`src/rtl/haar_synthesis.sv`:
```
// -----------------------------------------------------------------------------
// haar_synthesis
//   Inverse (synthesis) stage of the one-level Haar filterbank. Takes a serial
//   stream of LF/HF coefficient pairs and emits the reconstructed pixel pair
//   serially, p0 first and then p1.
//
//   Forward transform being undone:
//     LF = floor((p0 + p1) / 2)
//     HF = (floor((p1 - p0) / 2) + 2^(IB-1)) mod 2^IB
//   Reconstruction (signed, IB+2 bits, each result clamped to [0, 2^IB-1]):
//     d  = HF - 2^(IB-1)
//     p0 = LF - d
//     p1 = LF + d
//   p0 is exact for analysis-produced pairs. p1 can be one low when p1-p0 was
//   odd, because analysis throws that LSB away.
//
//   Handshake (both sides): a transfer happens on a rising clock edge where
//   valid && ready. A source keeps its data stable while valid && !ready.
//   This block keeps pixel_out/pixel_index stable while pixel_valid &&
//   !pixel_ready.
//
// Ports:
//   clock         in   system clock, rising edge
//   reset         in   asynchronous, active-high reset
//   coeff_in      in   [IB] coefficient value
//   coeff_region  in   region tag of coeff_in: 0 = LF, 1 = HF
//   coeff_valid   in   coeff_in/coeff_region are valid
//   coeff_ready   out  block accepts a coefficient this cycle
//   pixel_out     out  [IB] reconstructed pixel
//   pixel_index   out  0 = p0, 1 = p1
//   pixel_valid   out  pixel_out/pixel_index are valid
//   pixel_ready   in   downstream accepts pixel_out this cycle
//   region_error  out  registered one-cycle pulse on a region-sequence error
// -----------------------------------------------------------------------------
module haar_synthesis #(
    parameter int IB = 8
) (
    input  logic          clock,
    input  logic          reset,
    input  logic [IB-1:0] coeff_in,
    input  logic          coeff_region,
    input  logic          coeff_valid,
    output logic          coeff_ready,
    output logic [IB-1:0] pixel_out,
    output logic          pixel_index,
    output logic          pixel_valid,
    input  logic          pixel_ready,
    output logic          region_error
);

    localparam int SW = IB + 2;
    localparam logic signed [SW-1:0] HALF = SW'(2 ** (IB - 1));

    typedef enum logic [1:0] {
        GET_LF = 2'd0,
        GET_HF = 2'd1,
        OUT_P0 = 2'd2,
        OUT_P1 = 2'd3
    } state_t;

    state_t        state;
    state_t        state_next;
    logic [IB-1:0] l_reg;
    logic [IB-1:0] p0_reg;
    logic [IB-1:0] p1_reg;

    logic          coeff_accept;
    logic          pixel_accept;
    logic          load_l;
    logic          load_p;
    logic          error_next;

    logic signed [SW-1:0] l_ext;
    logic signed [SW-1:0] d_ext;
    logic signed [SW-1:0] p0_raw;
    logic signed [SW-1:0] p1_raw;

    // Non-negative values above 2^IB-1 have a bit set in [SW-2:IB]; the sign
    // bit flags the negative side.
    function automatic logic [IB-1:0] clamp(input logic signed [SW-1:0] v);
        if (v[SW-1]) begin
            return '0;
        end else if (v[SW-2:IB] != '0) begin
            return '1;
        end else begin
            return v[IB-1:0];
        end
    endfunction

    // Output-side decodes depend on state and registers only.
    assign coeff_ready  = (state == GET_LF) || (state == GET_HF);
    assign pixel_valid  = (state == OUT_P0) || (state == OUT_P1);
    assign pixel_index  = (state == OUT_P1);
    assign pixel_out    = (state == OUT_P1) ? p1_reg : p0_reg;

    assign coeff_accept = coeff_valid && coeff_ready;
    assign pixel_accept = pixel_valid && pixel_ready;

    // Reconstruction from the stored LF and the HF currently on the input.
    assign l_ext  = $signed({2'b00, l_reg});
    assign d_ext  = $signed({2'b00, coeff_in}) - HALF;
    assign p0_raw = l_ext - d_ext;
    assign p1_raw = l_ext + d_ext;

    always_comb begin
        state_next = state;
        load_l     = 1'b0;
        load_p     = 1'b0;
        error_next = 1'b0;
        case (state)
            GET_LF: begin
                if (coeff_accept) begin
                    if (!coeff_region) begin
                        load_l     = 1'b1;
                        state_next = GET_HF;
                    end else begin
                        // HF with no LF before it: drop it.
                        error_next = 1'b1;
                    end
                end
            end
            GET_HF: begin
                if (coeff_accept) begin
                    if (coeff_region) begin
                        load_p     = 1'b1;
                        state_next = OUT_P0;
                    end else begin
                        // Second LF in a row: resync on the newest one.
                        load_l     = 1'b1;
                        error_next = 1'b1;
                    end
                end
            end
            OUT_P0: begin
                if (pixel_accept) begin
                    state_next = OUT_P1;
                end
            end
            OUT_P1: begin
                if (pixel_accept) begin
                    state_next = GET_LF;
                end
            end
            default: begin
                state_next = GET_LF;
            end
        endcase
    end

    always_ff @(posedge clock or posedge reset) begin
        if (reset) begin
            state        <= GET_LF;
            l_reg        <= '0;
            p0_reg       <= '0;
            p1_reg       <= '0;
            region_error <= 1'b0;
        end else begin
            state        <= state_next;
            region_error <= error_next;
            if (load_l) begin
                l_reg <= coeff_in;
            end
            if (load_p) begin
                p0_reg <= clamp(p0_raw);
                p1_reg <= clamp(p1_raw);
            end
        end
    end

endmodule
```
`config.mk`:
```
export PLATFORM = sky130hd
export DESIGN_NAME = haar_synthesis
export DESIGN_NICKNAME = d
export VERILOG_FILES = /design/src/rtl/haar_synthesis.sv
export SDC_FILE = /design/constraint.sdc
export NUM_CORES = 1
export LEC_CHECK = 0
export BUFFER_PORTS_ARGS = -buffer_cell sky130_fd_sc_hd__buf_2
export CAP_MARGIN = 20
export CORE_MARGIN = 2
export CORE_UTILIZATION = 50
export DETAILED_ROUTE_END_ITERATION = 8
export GPL_ROUTABILITY_DRIVEN = 0
export MAX_ROUTING_LAYER = met4
export PLACE_DENSITY = 0.7
export SYNTH_ARGS = -nofsm -noshare
export SYNTH_HDL_FRONTEND = slang
export SYNTH_SLANG_ARGS = --single-unit
```
`constraint.sdc`:
```
create_clock -name clock -period 3.25 [get_ports clock]
set_clock_uncertainty 0.2 [all_clocks]
set_input_delay 0.325 -clock clock [delete_from_list [all_inputs] [get_ports clock]]
set_output_delay 0.325 -clock clock [all_outputs]
set_load 0.005 [all_outputs]
```
==> results of run 1 <==
-- per-layer routing --
layer	routed length [µm]	vias up	part of all wire, %	track usage (%)
li1	-	905	-	-
met1	2450	810	52	29.0
met2	2050	41	43	28.0
met3	196	2	4.1	3.31
met4	29	0	0.61	3.70
met5	0	-	0	-
-- logic make-up (layout without fill, tap and decap cells) --
logic type,count (synthesis),count (layout),synth area share (%)
adder cells (fa/ha/maj),24,24,13.3
AND/OR/NAND/NOR,80,80,18.4
AO/OA/AOI/OAI,59,59,20.9
XOR/XNOR,9,9,4.43
buffers and inverters,29,50,6.53
flip-flops,27,27,28.5
multiplexers,17,17,8.01
-- power by group through the flow --
stage / Sequential [mW] / Clock, mW / Combinational, mW
floorplan: 0.561 / 0 / 1.35
global placement: 0.578 / 0 / 1.65
detailed placement: 0.584 / 0 / 1.67
CTS: 0.576 / 0.215 / 1.68
global route: 0.592 / 0.234 / 1.87
finish: 0.574 / 0.209 / 1.68
-- synthesized netlist by cell type (all sizes together), types with 2 or more instances --
| library cell | number | area (µm²) |
|---|---|---|
| dfrtp | 27 | 676 |
| nand2 | 26 | 97.6 |
| ha | 22 | 275 |
| o31ai | 18 | 180 |
| inv | 17 | 63.8 |
| mux2 | 16 | 180 |
| nor2 | 14 | 55.1 |
| a21oi | 13 | 68.8 |
| nor3 | 11 | 55.1 |
| o21ai | 11 | 55.1 |
| nand2b | 9 | 71.3 |
| buf | 6 | 52.6 |
| nor2b | 5 | 33.8 |
| xnor2 | 5 | 70.1 |
| nand3 | 4 | 20.0 |
| xor2 | 4 | 35.0 |
| a211oi | 3 | 22.5 |
| o21a | 3 | 22.5 |
| a2111oi | 2 | 55.1 |
| and3 | 2 | 12.5 |
| clkbuf | 2 | 7.51 |
| dlygate4sd1 | 2 | 17.5 |
| fa | 2 | 40.0 |
| nor4 | 2 | 33.8 |
| o211a | 2 | 27.5 |
| or2 | 2 | 12.5 |
-- per-stage QoR --
step / cells / setup slack, ns / hold slack (ns) / area [µm²]
after global placement: 314 / 0.486 / 0.260 / 2490
final: 320 / 0.537 / 0.0726 / 2580
after CTS: 318 / 0.538 / 0.0684 / 2540
after floorplan: 245 / 0.889 / 0.178 / 2370
after detailed placement: 314 / 0.467 / 0.267 / 2490
after global routing: 320 / 0.402 / 0.0682 / 2580
-- worst paths after layout --
path	start	endpoint	slack, ns
worst max register to register	l_reg[4]$_DFFE_PP0P_	p1_reg[1]$_DFFE_PP0P_	0.54
worst min register to register	p1_reg[7]$_DFFE_PP0P_	p1_reg[7]$_DFFE_PP0P_	0.29
worst min-delay path	coeff_in[0]	l_reg[0]$_DFFE_PP0P_	0.07
max in group asynchronous	reset	p1_reg[2]$_DFFE_PP0P_	1.97
min in group asynchronous	reset	state[0]$_DFFE_PP0P_	0.42
worst max-delay path	l_reg[4]$_DFFE_PP0P_	p1_reg[1]$_DFFE_PP0P_	0.54
-- critical path, cell delays in order, from the launching register on --
cell,delay [ns]
sky130_fd_sc_hd__dfrtp_1,0.41
sky130_fd_sc_hd__ha_1,0.57
sky130_fd_sc_hd__or2b_1,0.18
sky130_fd_sc_hd__o31ai_2,0.08
sky130_fd_sc_hd__nor4_2,0.50
sky130_fd_sc_hd__nor2_2,0.15
sky130_fd_sc_hd__xnor2_4,0.38
sky130_fd_sc_hd__o31ai_2,0.11
-- cell type report --
cell class,count,area (µm²)
Fill cell,410,2080
Clock buffer,3,41.3
Tap cell,54,67.6
Sequential cell,27,676
Clock inverter,1,7.51
Inverter,18,67.6
Timing Repair Buffer,28,173
Multi-Input combinational cell,189,1540
==> reports/qor.log, run 1 <==
[cells_and_area] area growth from synthesis to final layout 8.48%
[timing] Final setup violation count 0
[pwr] total power of the final layout 2.46 mW
[cells_and_area] utilization of the core after routing 55.3%
[drt] detailed-route wire length per cell 14.8 µm
[yosys] synthesis-stage register bit count 27
[yosys] async set-reset flop share out of synthesis 100%
[yosys] netlist area before placement 2370 µm²
[drt] Detailed Routing Iterations Pass 1 4
[critical_path] Setup Crit Path Kind reg2reg
[placed_design] Port Buffer Count 24
[critical_path] critical path peak fanout 13
[cells_and_area] most common library cell in the layout ignoring fill and taps sky130_fd_sc_hd__dfrtp_1
[critical_path] Worst EP arrival 2.68 ns
[drt] final antenna-violating net count 0
[timing] Slew @ Worst Pin 0.641 ns
[run] max-cap viol count 0
[timing] Hold Vio Cnt, Final 0
[outcome] run status finished clean
[grt] global-route congestion overflow total 0
[die] overall die width 72.9 µm
[pwr] fraction of power consumed by sequential logic 23.3%
[critical_path] worst endpoint required time 3.21 ns
[clock_network] insertion delay of the later-clocked pin in the worst-skew pair 0.28 ns
[drt] routed via count divided by cell count 5.49
[pwr] PD cells 957 nW/µm²
[clock_network] TritonCTS clock tree yes
[yosys] primary flip-flop cell chosen by synthesis mapping sky130_fd_sc_hd__dfrtp_1
[pwr] maximum ir drop on the vdd rail 0.536 mV
[pwr] Net Sw Power 1.16 mW
[clock_network] deepest clock path buffer count 2
[drt] Starting DRT DRC Count 91
[die] Site Rows 25
[grt] maximum number of pins on one net before global-route repair 33
[cells_and_area] share of cells above drive strength 1 27.4%
[timing] Max Slew Vio Count 0
[critical_path] Startpoint Class register
[clock_network] Num CTS Buffers 3
[pwr] switching fraction of total power 46.9%
[pwr] Static Leakage 1.18 nW
[timing] setup repair after global routing missed its margin no
[timing] min cycle time layout 2.71 ns
[timing] part of the cycle the worst path needs 83.5%
[cells_and_area] highest-count cells in the layout ignoring fill and taps sky130_fd_sc_hd__dfrtp_1 (27), sky130_fd_sc_hd__nand2_1 (26), sky130_fd_sc_hd__buf_2 (24), sky130_fd_sc_hd__ha_1 (22), sky130_fd_sc_hd__inv_1 (17)
[yosys] Mapped Avg Cell Area 9.69 µm²
[yosys] warning count from the yosys run 0
[yosys] gate count of the mapped netlist 245
[cells_and_area] final net count 304
[placed_design] placed wire-length estimate after detailed placement 3.63 mm
[grt] GRT Resource Usage Total 19.5%
[yosys] syn_nets 282
[timing] max_slew headroom 56.9%
[clock_network] CTS clock-pin slew for the worst setup and hold paths 0.11 ns
[timing] final sum of negative setup slack 0 ns
[grt] vias in the first global route 1,580
[clock_network] clk sink count 27
[yosys] sequential fraction of the synthesis area 28.5%
[critical_path] FF-to-FF path depth 7
[drt] final routed DRC violation total 0
[pwr] clock share of power 8.5%
[cells_and_area] ant diodes 0
[clock_network] Gates resized, CTS repair 0
[grt] initial antenna violation count 0
[clock_network] H-tree levels 1
[timing] fmax 0.369 GHz
[clock_network] postcts setup bufs 0
[die] # IOs 25
[critical_path] Setup crit end kind register
[pwr] internal power summed over all cells 1.31 mW
[drt] vias after detailed routing 1,758
[worst_hold_path] worst hold path type in2reg
[clock_network] root buffer cell sky130_fd_sc_hd__clkbuf_8
[clock_network] post-cts hold buffer count 0
[worst_hold_path] count of cells along the worst hold path 3
[die] initial cell density of the core 51.0%
[die] Floorplan Core Area 4660 µm²
[drt] total wire length after detailed routing 4.73 mm
[die] total die area 5320 µm²
[yosys] count of distinct cell types in the synthesized netlist 52
[yosys] number of enable flip-flop cells after synthesis 0
[pwr] portion of total power attributed to combinational logic 68.3%
[die] Vert. Die Dim 72.9 µm
[grt] wire length of the first global-routing pass 7.73 mm
Power figures use the tool's default switching activity.
==> inputs of run 2 (changes only) <==
--- a/config.mk
+++ b/config.mk
@@ -5,6 +5,7 @@
 export SDC_FILE = /design/constraint.sdc
 export NUM_CORES = 1
 export LEC_CHECK = 0
+export ABC_AREA = 1
 export BUFFER_PORTS_ARGS = -buffer_cell sky130_fd_sc_hd__buf_2
 export CAP_MARGIN = 20
 export CORE_MARGIN = 2
@@ -12,7 +13,7 @@
 export DETAILED_ROUTE_END_ITERATION = 8
 export GPL_ROUTABILITY_DRIVEN = 0
 export MAX_ROUTING_LAYER = met4
-export PLACE_DENSITY = 0.7
+export PLACE_DENSITY = 0.73
 export SYNTH_ARGS = -nofsm -noshare
 export SYNTH_HDL_FRONTEND = slang
 export SYNTH_SLANG_ARGS = --single-unit
==> constraint.sdc (replaced) <==
create_clock -name clock -period 2.4 [get_ports clock]
set_clock_uncertainty 0.2 [all_clocks]
set_input_delay 0.24 -clock clock [delete_from_list [all_inputs] [get_ports clock]]
set_output_delay 0.24 -clock clock [all_outputs]
set_load 0.005 [all_outputs]
==> run 2 against run 1 <==
Routed wire length shrank 6.9%. Largest power group unchanged. Design area shrank 6.8%. Sequential cell count is the same. Utilization grew 3.5 points. Clock power grew 31%. Area after synthesis shrank 8.9%. Largest cell class unchanged. First-iteration DRC count shrank 5.5%.
==> reports/qor.log, run 2 <==
[clock_network] H-tree levels 1 [unchanged]
[critical_path] Worst EP arrival 2.17 ns [was 2.68 ns]
[drt] total wire length after detailed routing 4.40 mm [was 4.73 mm]
[grt] wire length of the first global-routing pass 7.73 mm [unchanged]
[critical_path] Setup crit end kind register [unchanged]
[placed_design] Port Buffer Count 24 [unchanged]
[grt] GRT Resource Usage Total 19.6% [was 19.5%]
[cells_and_area] Fill cells 399 [was 410]
[pwr] total power of the final layout 2.78 mW [was 2.46 mW]
[pwr] internal power summed over all cells 1.48 mW [was 1.31 mW]
[pwr] Static Leakage 1.37 nW [was 1.18 nW]
[drt] final antenna-violating net count 0 [unchanged]
[worst_hold_path] count of cells along the worst hold path 3 [unchanged]
[yosys] Mapped Avg Cell Area 7.09 µm² [was 9.69 µm²]
[timing] fmax 0.455 GHz [was 0.369 GHz]
[cells_and_area] number of cells in the finished layout apart from fillers 381 [was 320]
[clock_network] root buffer cell sky130_fd_sc_hd__clkbuf_8 [unchanged]
[yosys] largest cells by area after synthesis sky130_fd_sc_hd__dfrtp_1 (31%), sky130_fd_sc_hd__nand2_1 (19%), sky130_fd_sc_hd__ha_1 (13%) [was sky130_fd_sc_hd__dfrtp_1 (28%), sky130_fd_sc_hd__ha_1 (12%), sky130_fd_sc_hd__mux2_2 (7.6%)]
[drt] detailed-route wire length per cell 11.6 µm [was 14.8 µm]
[placed_design] placed wire-length estimate after detailed placement 3.49 mm [was 3.63 mm]
[critical_path] Crit Reg-Reg Endpoint p0_reg[1]$_DFFE_PP0P_ [was p1_reg[1]$_DFFE_PP0P_]
[pwr] clock share of power 9.8% [was 8.5%]
[critical_path] FF-to-FF path depth 12 [was 7]
[critical_path] critical path peak fanout 8 [was 13]
[critical_path] Startpoint Class register [unchanged]
[grt] maximum number of pins on one net before global-route repair 28 [was 33]
[cells_and_area] final net count 369 [was 304]
[critical_path] cell with the largest stage delay on the worst path sky130_fd_sc_hd__fa_1 [was sky130_fd_sc_hd__ha_1]
[placed_design] worst slack after detailed placement 0.219 ns [was 0.467 ns]
[yosys] primary flip-flop cell chosen by synthesis mapping sky130_fd_sc_hd__dfrtp_1 [unchanged]
[yosys] post-synth top area cell sky130_fd_sc_hd__dfrtp_1 [unchanged]
[grt] global-route congestion overflow total 0 [unchanged]
[die] total die area 4870 µm² [was 5320 µm²]
[die] Vert. Die Dim 69.8 µm [was 72.9 µm]
[drt] vias after detailed routing 1,868 [was 1,758]
[clock_network] insertion delay of the later-clocked pin in the worst-skew pair 0.28 ns [about the same]
[yosys] cell with the most instances after synthesis sky130_fd_sc_hd__nand2_1 [was sky130_fd_sc_hd__dfrtp_1]
[worst_hold_path] worst hold path type in2reg [unchanged]
[critical_path] largest stage delay on the critical path 0.40 ns [was 0.57 ns]
[worst_hold_path] Endpoint, Worst Hold region_error$_DFF_PP0_ [was l_reg[0]$_DFFE_PP0P_]
[cells_and_area] ant diodes 0 [unchanged]
[critical_path] cell breakdown of the critical path inv_1, ha_1, fa_1, nand3b_1, nand2_1, nand2_1, nand2_1, nand2_1, nand2_2, nand2_1, nand3_1, nand2_1 [was ha_1, or2b_1, o31ai_2, nor4_2, nor2_2, xnor2_4, o31ai_2]
[grt] initial antenna violation count 0 [unchanged]
[worst_hold_path] startpoint of the most critical hold path coeff_valid [was coeff_in[0]]
[clock_network] deepest clock path buffer count 2 [unchanged]
[timing] max_slew headroom 69.6% [was 56.9%]
[cells_and_area] utilization of the core after routing 58.8% [was 55.3%]
[grt] vias in the first global route 1,754 [was 1,580]
[timing] setup repair after global routing missed its margin no [unchanged]
[cells_and_area] area growth from synthesis to final layout 11.0% [was 8.48%]
[critical_path] crit-path leading delay family simple AND/OR/NAND/NOR gates [unchanged]
[outcome] run status finished clean [unchanged]
[yosys] warning count from the yosys run 0 [unchanged]
[die] Site Rows 23 [was 25]
[critical_path] number of cells on the critical path 12 [was 7]
[timing] final sum of negative setup slack 0 ns [unchanged]
[die] initial cell density of the core 52.9% [was 51.0%]
[cells_and_area] highest-count cells in the layout ignoring fill and taps sky130_fd_sc_hd__nand2_1 (109), sky130_fd_sc_hd__inv_1 (33), sky130_fd_sc_hd__nand3_1 (30), sky130_fd_sc_hd__dfrtp_1 (27), sky130_fd_sc_hd__buf_2 (24) [was sky130_fd_sc_hd__dfrtp_1 (27), sky130_fd_sc_hd__nand2_1 (26), sky130_fd_sc_hd__buf_2 (24), sky130_fd_sc_hd__ha_1 (22), sky130_fd_sc_hd__inv_1 (17)]
[yosys] netlist area before placement 2160 µm² [was 2370 µm²]
[pwr] maximum ir drop on the vdd rail 0.670 mV [was 0.536 mV]
[yosys] synthesis-stage register bit count 27 [unchanged]
[critical_path] r2r setup slk 0.20 ns [was 0.54 ns]
[pwr] Net Sw Power 1.30 mW [was 1.16 mW]
[critical_path] critical register-to-register path startpoint l_reg[0]$_DFFE_PP0P_ [was l_reg[4]$_DFFE_PP0P_]
[drt] routed via count divided by cell count 4.90 [was 5.49]
[drt] Detailed Routing Iterations Pass 1 4 [unchanged]
[die] overall die width 69.8 µm [was 72.9 µm]
[yosys] count of distinct cell types in the synthesized netlist 28 [was 52]
[timing] min cycle time layout 2.20 ns [was 2.71 ns]
[critical_path] total buffers and inverters traversed by the critical path 1 [was 0]
[pwr] fraction of power consumed by sequential logic 28.2% [was 23.3%]
[clock_network] CTS clock-pin slew for the worst setup and hold paths 0.10 ns [was 0.11 ns]
[yosys] async set-reset flop share out of synthesis 100% [unchanged]
[clock_network] Gates resized, CTS repair 0 [unchanged]
[drt] final routed DRC violation total 0 [unchanged]
[pwr] PD cells 1160 nW/µm² [was 957 nW/µm²]
[timing] Slew @ Worst Pin 0.455 ns [was 0.641 ns]
[die] Floorplan Core Area 4090 µm² [was 4660 µm²]
[critical_path] worst endpoint required time 2.38 ns [was 3.21 ns]
[pwr] portion of total power attributed to combinational logic 62.0% [was 68.3%]
[timing] part of the cycle the worst path needs 91.6% [was 83.5%]
[critical_path] Setup Crit Path Kind reg2reg [unchanged]
[run] max-cap viol count 0 [unchanged]
[yosys] top cell type's share of synthesized area 31.2% [was 28.5%]
[drt] Starting DRT DRC Count 86 [was 91]
[cells_and_area] most common library cell in the layout ignoring fill and taps sky130_fd_sc_hd__nand2_1 [was sky130_fd_sc_hd__dfrtp_1]
[critical_path] crit-path most repeated cell sky130_fd_sc_hd__nand2_1 [was sky130_fd_sc_hd__o31ai_2]
[cells_and_area] share of cells above drive strength 1 15.1% [was 27.4%]
[yosys] sequential fraction of the synthesis area 31.2% [was 28.5%]
[yosys] gate count of the mapped netlist 305 [was 245]
[timing] Final setup violation count 0 [unchanged]
[pwr] switching fraction of total power 46.7% [was 46.9%]
[placed_design] number of cells after detailed placement 376 [was 314]
[clock_network] clk sink count 27 [unchanged]
[timing] Hold Vio Cnt, Final 0 [unchanged]
[clock_network] TritonCTS clock tree yes [unchanged]
[timing] fin worst setup slack 0.201 ns [was 0.537 ns]
[timing] Max Slew Vio Count 0 [unchanged]
[die] # IOs 25 [unchanged]
[yosys] leading post-synthesis cells by instance count sky130_fd_sc_hd__nand2_1 (109), sky130_fd_sc_hd__inv_1 (33), sky130_fd_sc_hd__nand3_1 (30) [was sky130_fd_sc_hd__dfrtp_1 (27), sky130_fd_sc_hd__nand2_1 (26), sky130_fd_sc_hd__ha_1 (22)]
[yosys] syn_nets 342 [was 282]
[yosys] number of enable flip-flop cells after synthesis 0 [unchanged]
[clock_network] Num CTS Buffers 3 [unchanged]
## run 2: layer usage
| layer | global-route usage (%) | vias to the layer above | part of all wire (%) |
|---|---|---|---|
| met5 | - | - | 0 |
| li1 | - | 1012 | - |
| met1 | 27.0 | 815 | 52 |
| met2 | 30.4 | 35 | 44 |
| met3 | 4.22 | 6 | 3.7 |
| met4 | 3.21 | 0 | 0.70 |
## run 2: power groups by stage
stage | Clock (mW) | Sequential [mW] | Combinational [mW]
final | 0.273 | 0.783 | 1.72
after global routing | 0.296 | 0.811 | 1.97
after CTS | 0.282 | 0.784 | 1.72
after detailed placement | 0 | 0.793 | 1.71
after global placement | 0 | 0.783 | 1.70
after floorplan | 0 | 0.761 | 1.32
## run 2: worst min-delay path, delay by kind of cell
kind                   cells  cell delay, ns
buffers and inverters      2            0.19
AND/OR/NAND/NOR            1            0.05
## run 2: cell families (layout without fill, tap and decap cells)
| kind of cell | Yosys count | count (layout) | synth area share (%) |
|---|---|---|---|
| mux | 9 | 9 | 4.63 |
| simple gates | 174 | 174 | 33.7 |
| fa+ha+maj | 24 | 24 | 14.6 |
| xor+xnor | 5 | 5 | 2.02 |
| flops | 27 | 27 | 31.2 |
| compound gates | 23 | 23 | 6.01 |
| buf+inv | 43 | 69 | 7.81 |
## run 2: layout make-up
cell class / instances / area [µm²] / share of cell area, %
Multi-Input combinational cell: 235 / 1320 / 54.9
Sequential cell: 27 / 676 / 28.1
Timing Repair Buffer: 29 / 160 / 6.67
Inverter: 36 / 135 / 5.63
Tap cell: 50 / 62.6 / 2.61
Clock buffer: 3 / 41.3 / 1.72
Clock inverter: 1 / 7.51 / 0.313
## run 2: per-stage QoR
| step | area (µm²) | hold WS (ns) |
|---|---|---|
| 3_5_place_dp | 2340 | 0.117 |
| 3_3_place_gp | 2340 | 0.115 |
| 4_1_cts | 2400 | 0.0306 |
| 2_1_floorplan | 2160 | 0.0927 |
| 6_report | 2400 | 0.0364 |
| 5_1_grt | 2400 | 0.0551 |
## run 2: worst max-delay path by stage
stage                         start               endpoint
2_1_floorplan  l_reg[0]$_DFFE_PP0P_  p0_reg[0]$_DFFE_PP0P_
3_3_place_gp            coeff_in[0]  p0_reg[2]$_DFFE_PP0P_
3_5_place_dp   l_reg[0]$_DFFE_PP0P_  p0_reg[1]$_DFFE_PP0P_
4_1_cts        l_reg[0]$_DFFE_PP0P_  p0_reg[1]$_DFFE_PP0P_
5_1_grt        l_reg[0]$_DFFE_PP0P_  p0_reg[5]$_DFFE_PP0P_
6_report       l_reg[0]$_DFFE_PP0P_  p0_reg[1]$_DFFE_PP0P_
## run 2: what timing repair did
action	in CTS	in global routing
hold endpoints to repair	27	0
hold buffers	1	0
buffers inserted	0	0
==> inputs of run 3 (changes only) <==
--- a/config.mk
+++ b/config.mk
@@ -8,12 +8,15 @@
 export ABC_AREA = 1
 export BUFFER_PORTS_ARGS = -buffer_cell sky130_fd_sc_hd__buf_2
 export CAP_MARGIN = 20
+export CELL_PAD_IN_SITES_DETAIL_PLACEMENT = 0
+export CELL_PAD_IN_SITES_GLOBAL_PLACEMENT = 1
 export CORE_MARGIN = 2
-export CORE_UTILIZATION = 50
+export CORE_UTILIZATION = 38
 export DETAILED_ROUTE_END_ITERATION = 8
 export GPL_ROUTABILITY_DRIVEN = 0
 export MAX_ROUTING_LAYER = met4
-export PLACE_DENSITY = 0.73
+export PLACE_DENSITY_LB_ADDON = 0.1
+export SLEW_MARGIN = 15
 export SYNTH_ARGS = -nofsm -noshare
 export SYNTH_HDL_FRONTEND = slang
 export SYNTH_SLANG_ARGS = --single-unit
==> run 3 against run 2 <==
Power up 2.2%. Register-to-register slack about the same. Design area up 2.0%. Combinational power up 3%. Global-route usage down 1.2 points. Clock power down 4%. Utilization down 14 points. Sequential cell count unchanged. Sequential power up 1%. Via count up 3.6%. Die area up 30%.
==> reports/qor.log, run 3 (same netlist as run 2, synthesis figures left out) <==
[pwr] PD cells 1160 nW/µm² [about the same]
[clock_network] postcts setup bufs 0 [unchanged]
[cells_and_area] sequential cell area in the final layout 676 µm² [unchanged]
[cells_and_area] ant diodes 0 [unchanged]
[drt] Detailed Routing Iterations Pass 1 4 [unchanged]
[pwr] switching fraction of total power 47.3% [was 46.7%]
[pwr] Static Leakage 1.39 nW [was 1.37 nW]
[clock_network] Num CTS Buffers 3 [unchanged]
[die] total die area 6310 µm² [was 4870 µm²]
[timing] fmax 0.455 GHz [about the same]
[worst_hold_path] worst hold path type in2reg [unchanged]
[pwr] clock share of power 9.3% [was 9.8%]
[cells_and_area] highest-count cells in the layout ignoring fill and taps sky130_fd_sc_hd__nand2_1 (108), sky130_fd_sc_hd__inv_1 (33), sky130_fd_sc_hd__nand3_1 (30), sky130_fd_sc_hd__dfrtp_1 (27), sky130_fd_sc_hd__buf_2 (24) [was sky130_fd_sc_hd__nand2_1 (109), sky130_fd_sc_hd__inv_1 (33), sky130_fd_sc_hd__nand3_1 (30), sky130_fd_sc_hd__dfrtp_1 (27), sky130_fd_sc_hd__buf_2 (24)]
[timing] final sum of negative setup slack 0 ns [unchanged]
[pwr] internal power summed over all cells 1.49 mW [was 1.48 mW]
[cells_and_area] utilization of the core after routing 44.5% [was 58.8%]
[critical_path] worst endpoint required time 2.37 ns [was 2.38 ns]
[critical_path] crit-path leading delay family simple AND/OR/NAND/NOR gates [unchanged]
[critical_path] Setup crit end kind register [unchanged]
[critical_path] total buffers and inverters traversed by the critical path 1 [unchanged]
[grt] met3 Use GR 2.94% [was 4.22%]
[clock_network] CTS clock-pin slew for the worst setup and hold paths 0.09 ns [was 0.10 ns]
[die] Floorplan Core Area 5510 µm² [was 4090 µm²]
[timing] max_slew headroom 65.6% [was 69.6%]
[die] Vert. Die Dim 79.5 µm [was 69.8 µm]
[grt] vias in the first global route 1,919 [was 1,754]
[timing] Slew @ Worst Pin 0.515 ns [was 0.455 ns]
[cells_and_area] share of cells above drive strength 1 15.9% [was 15.1%]
[timing] part of the cycle the worst path needs 91.6% [about the same]
[pwr] Net Sw Power 1.34 mW [was 1.30 mW]
[die] Site Rows 27 [was 23]
[cells_and_area] Multi-input gate area 1330 µm² [was 1320 µm²]
[clock_network] clk sink count 27 [unchanged]
[placed_design] worst slack after detailed placement 0.152 ns [was 0.219 ns]
[pwr] fraction of power consumed by sequential logic 27.9% [was 28.2%]
[drt] routed via count divided by cell count 4.78 [was 4.90]
[drt] Starting DRT DRC Count 81 [was 86]
[critical_path] cell with the largest stage delay on the worst path sky130_fd_sc_hd__fa_1 [unchanged]
[grt] wire length of the first global-routing pass 8.92 mm [was 7.73 mm]
[critical_path] largest stage delay on the critical path 0.40 ns [about the same]
[clock_network] insertion delay of the later-clocked pin in the worst-skew pair 0.27 ns [was 0.28 ns]
[clock_network] TritonCTS clock tree yes [unchanged]
[timing] Max Slew Vio Count 0 [unchanged]
[timing] Hold Vio Cnt, Final 0 [unchanged]
[drt] final routed DRC violation total 0 [unchanged]
[die] overall die width 79.5 µm [was 69.8 µm]
[drt] total wire length after detailed routing 5.16 mm [was 4.40 mm]
[timing] Final setup violation count 0 [unchanged]
[cells_and_area] Fill cells 599 [was 399]
[pwr] total power of the final layout 2.84 mW [was 2.78 mW]
[grt] met2 global-route usage 31.3% [was 30.4%]
[grt] global-route congestion overflow total 0 [unchanged]
[cells_and_area] final net count 371 [was 369]
[clock_network] root buffer cell sky130_fd_sc_hd__clkbuf_8 [unchanged]
[clock_network] deepest clock path buffer count 2 [unchanged]
[drt] final antenna-violating net count 0 [unchanged]
[outcome] run status finished clean [unchanged]
[placed_design] Port Buffer Count 24 [unchanged]
[pwr] portion of total power attributed to combinational logic 62.8% [was 62.0%]
[drt] vias after detailed routing 1,936 [was 1,868]
[critical_path] critical path peak fanout 8 [unchanged]
[critical_path] crit-path most repeated cell sky130_fd_sc_hd__nand2_1 [unchanged]
[grt] most used routing layer met2 [unchanged]
[clock_network] H-tree levels 1 [unchanged]
[cells_and_area] most common library cell in the layout ignoring fill and taps sky130_fd_sc_hd__nand2_1 [unchanged]
[die] # IOs 25 [unchanged]
[critical_path] Worst EP arrival 2.17 ns [about the same]
[run] max-cap viol count 0 [unchanged]
[drt] detailed-route wire length per cell 12.8 µm [was 11.6 µm]
[critical_path] Setup Crit Path Kind reg2reg [unchanged]
[grt] maximum number of pins on one net before global-route repair 28 [unchanged]
[cells_and_area] area growth from synthesis to final layout 13.2% [was 11.0%]
[placed_design] placed wire-length estimate after detailed placement 4.07 mm [was 3.49 mm]
[grt] GRT Resource Usage Total 18.4% [was 19.6%]
[pwr] maximum ir drop on the vdd rail 0.444 mV [was 0.670 mV]
[grt] initial antenna violation count 0 [unchanged]
[die] initial cell density of the core 39.3% [was 52.9%]
[timing] setup repair after global routing missed its margin no [unchanged]
[critical_path] cell breakdown of the critical path inv_1, ha_1, fa_1, nand3b_1, nand2_2, nand2_1, nand2_1, nand2_1, nand2_4, nand2_1, nand3_1, nand2_1 [was inv_1, ha_1, fa_1, nand3b_1, nand2_1, nand2_1, nand2_1, nand2_1, nand2_2, nand2_1, nand3_1, nand2_1]
[grt] met1 GRT Util 23.8% [was 27.0%]
[timing] fin worst setup slack 0.201 ns [about the same]
[critical_path] Startpoint Class register [unchanged]
[timing] min cycle time layout 2.20 ns [about the same]
[timing] smallest hold slack 0.0299 ns [was 0.0364 ns]
==> run 3: final timing paths <==
check / startpoint / to / slack [ns] / depth (start not counted)
setup / recovery: l_reg[0]$_DFFE_PP0P_ / p0_reg[6]$_DFFE_PP0P_ / 0.20 / 12
setup reg to reg: l_reg[0]$_DFFE_PP0P_ / p0_reg[6]$_DFFE_PP0P_ / 0.20 / 12
max in group asynchronous: reset / l_reg[2]$_DFFE_PP0P_ / 1.37 / 4
hold / removal: coeff_valid / region_error$_DFF_PP0_ / 0.03 / 3
hold reg to reg: p0_reg[4]$_DFFE_PP0P_ / p0_reg[4]$_DFFE_PP0P_ / 0.29 / 2
min in group asynchronous: reset / state[1]$_DFFE_PP0P_ / 0.37 / 4
==> run 3: worst register-to-register path, cell delays in order, from the launching register on <==
cell and delay, ns:
sky130_fd_sc_hd__dfrtp_1 0.36, sky130_fd_sc_hd__inv_1 0.06, sky130_fd_sc_hd__ha_1 0.22, sky130_fd_sc_hd__fa_1 0.40
sky130_fd_sc_hd__nand3b_1 0.19, sky130_fd_sc_hd__nand2_2 0.13, sky130_fd_sc_hd__nand2_1 0.07, sky130_fd_sc_hd__nand2_1 0.07
sky130_fd_sc_hd__nand2_1 0.08, sky130_fd_sc_hd__nand2_4 0.11, sky130_fd_sc_hd__nand2_1 0.07, sky130_fd_sc_hd__nand3_1 0.08
sky130_fd_sc_hd__nand2_1 0.06
==> run 3: cell type report <==
type,instances,area share (%)
multi-input cells,235,54.2
flip-flops and latches,27,27.6
repair buffers,31,7.15
inverters,36,5.52
well taps,72,3.68
clock buffers,3,1.69
clock inverters,1,0.204
==> run 3: metrics by stage <==
stage	std cells	instance area (µm²)
CTS	405	2440
floorplan	305	2160
global placement	400	2380
detailed placement	400	2380
global route	405	2450
finish	405	2450
==> run 3: power groups by stage <==
| stage | clock network, mW | logic, mW | registers, mW |
|---|---|---|---|
| final | 0.262 | 1.78 | 0.792 |
| after global routing | 0.290 | 2.06 | 0.820 |
| after CTS | 0.278 | 1.80 | 0.792 |
| after detailed placement | 0 | 1.78 | 0.800 |
| after global placement | 0 | 1.78 | 0.796 |
| after floorplan | 0 | 1.32 | 0.761 |
==> run 3: metal layers <==
metal  vias up  wire (µm)
li1       1016          -
met1       899       2590
met2        21       2470
met3         0        103
met4         0          0
met5         -          0
==> run 3: repair_timing <==
item                                    4_1_cts  5_1_grt
hold buffers                                  1        0
endpoints found under the hold margin        27        0
gates resized for setup                       0        2
endpoints found under the setup margin        0        8
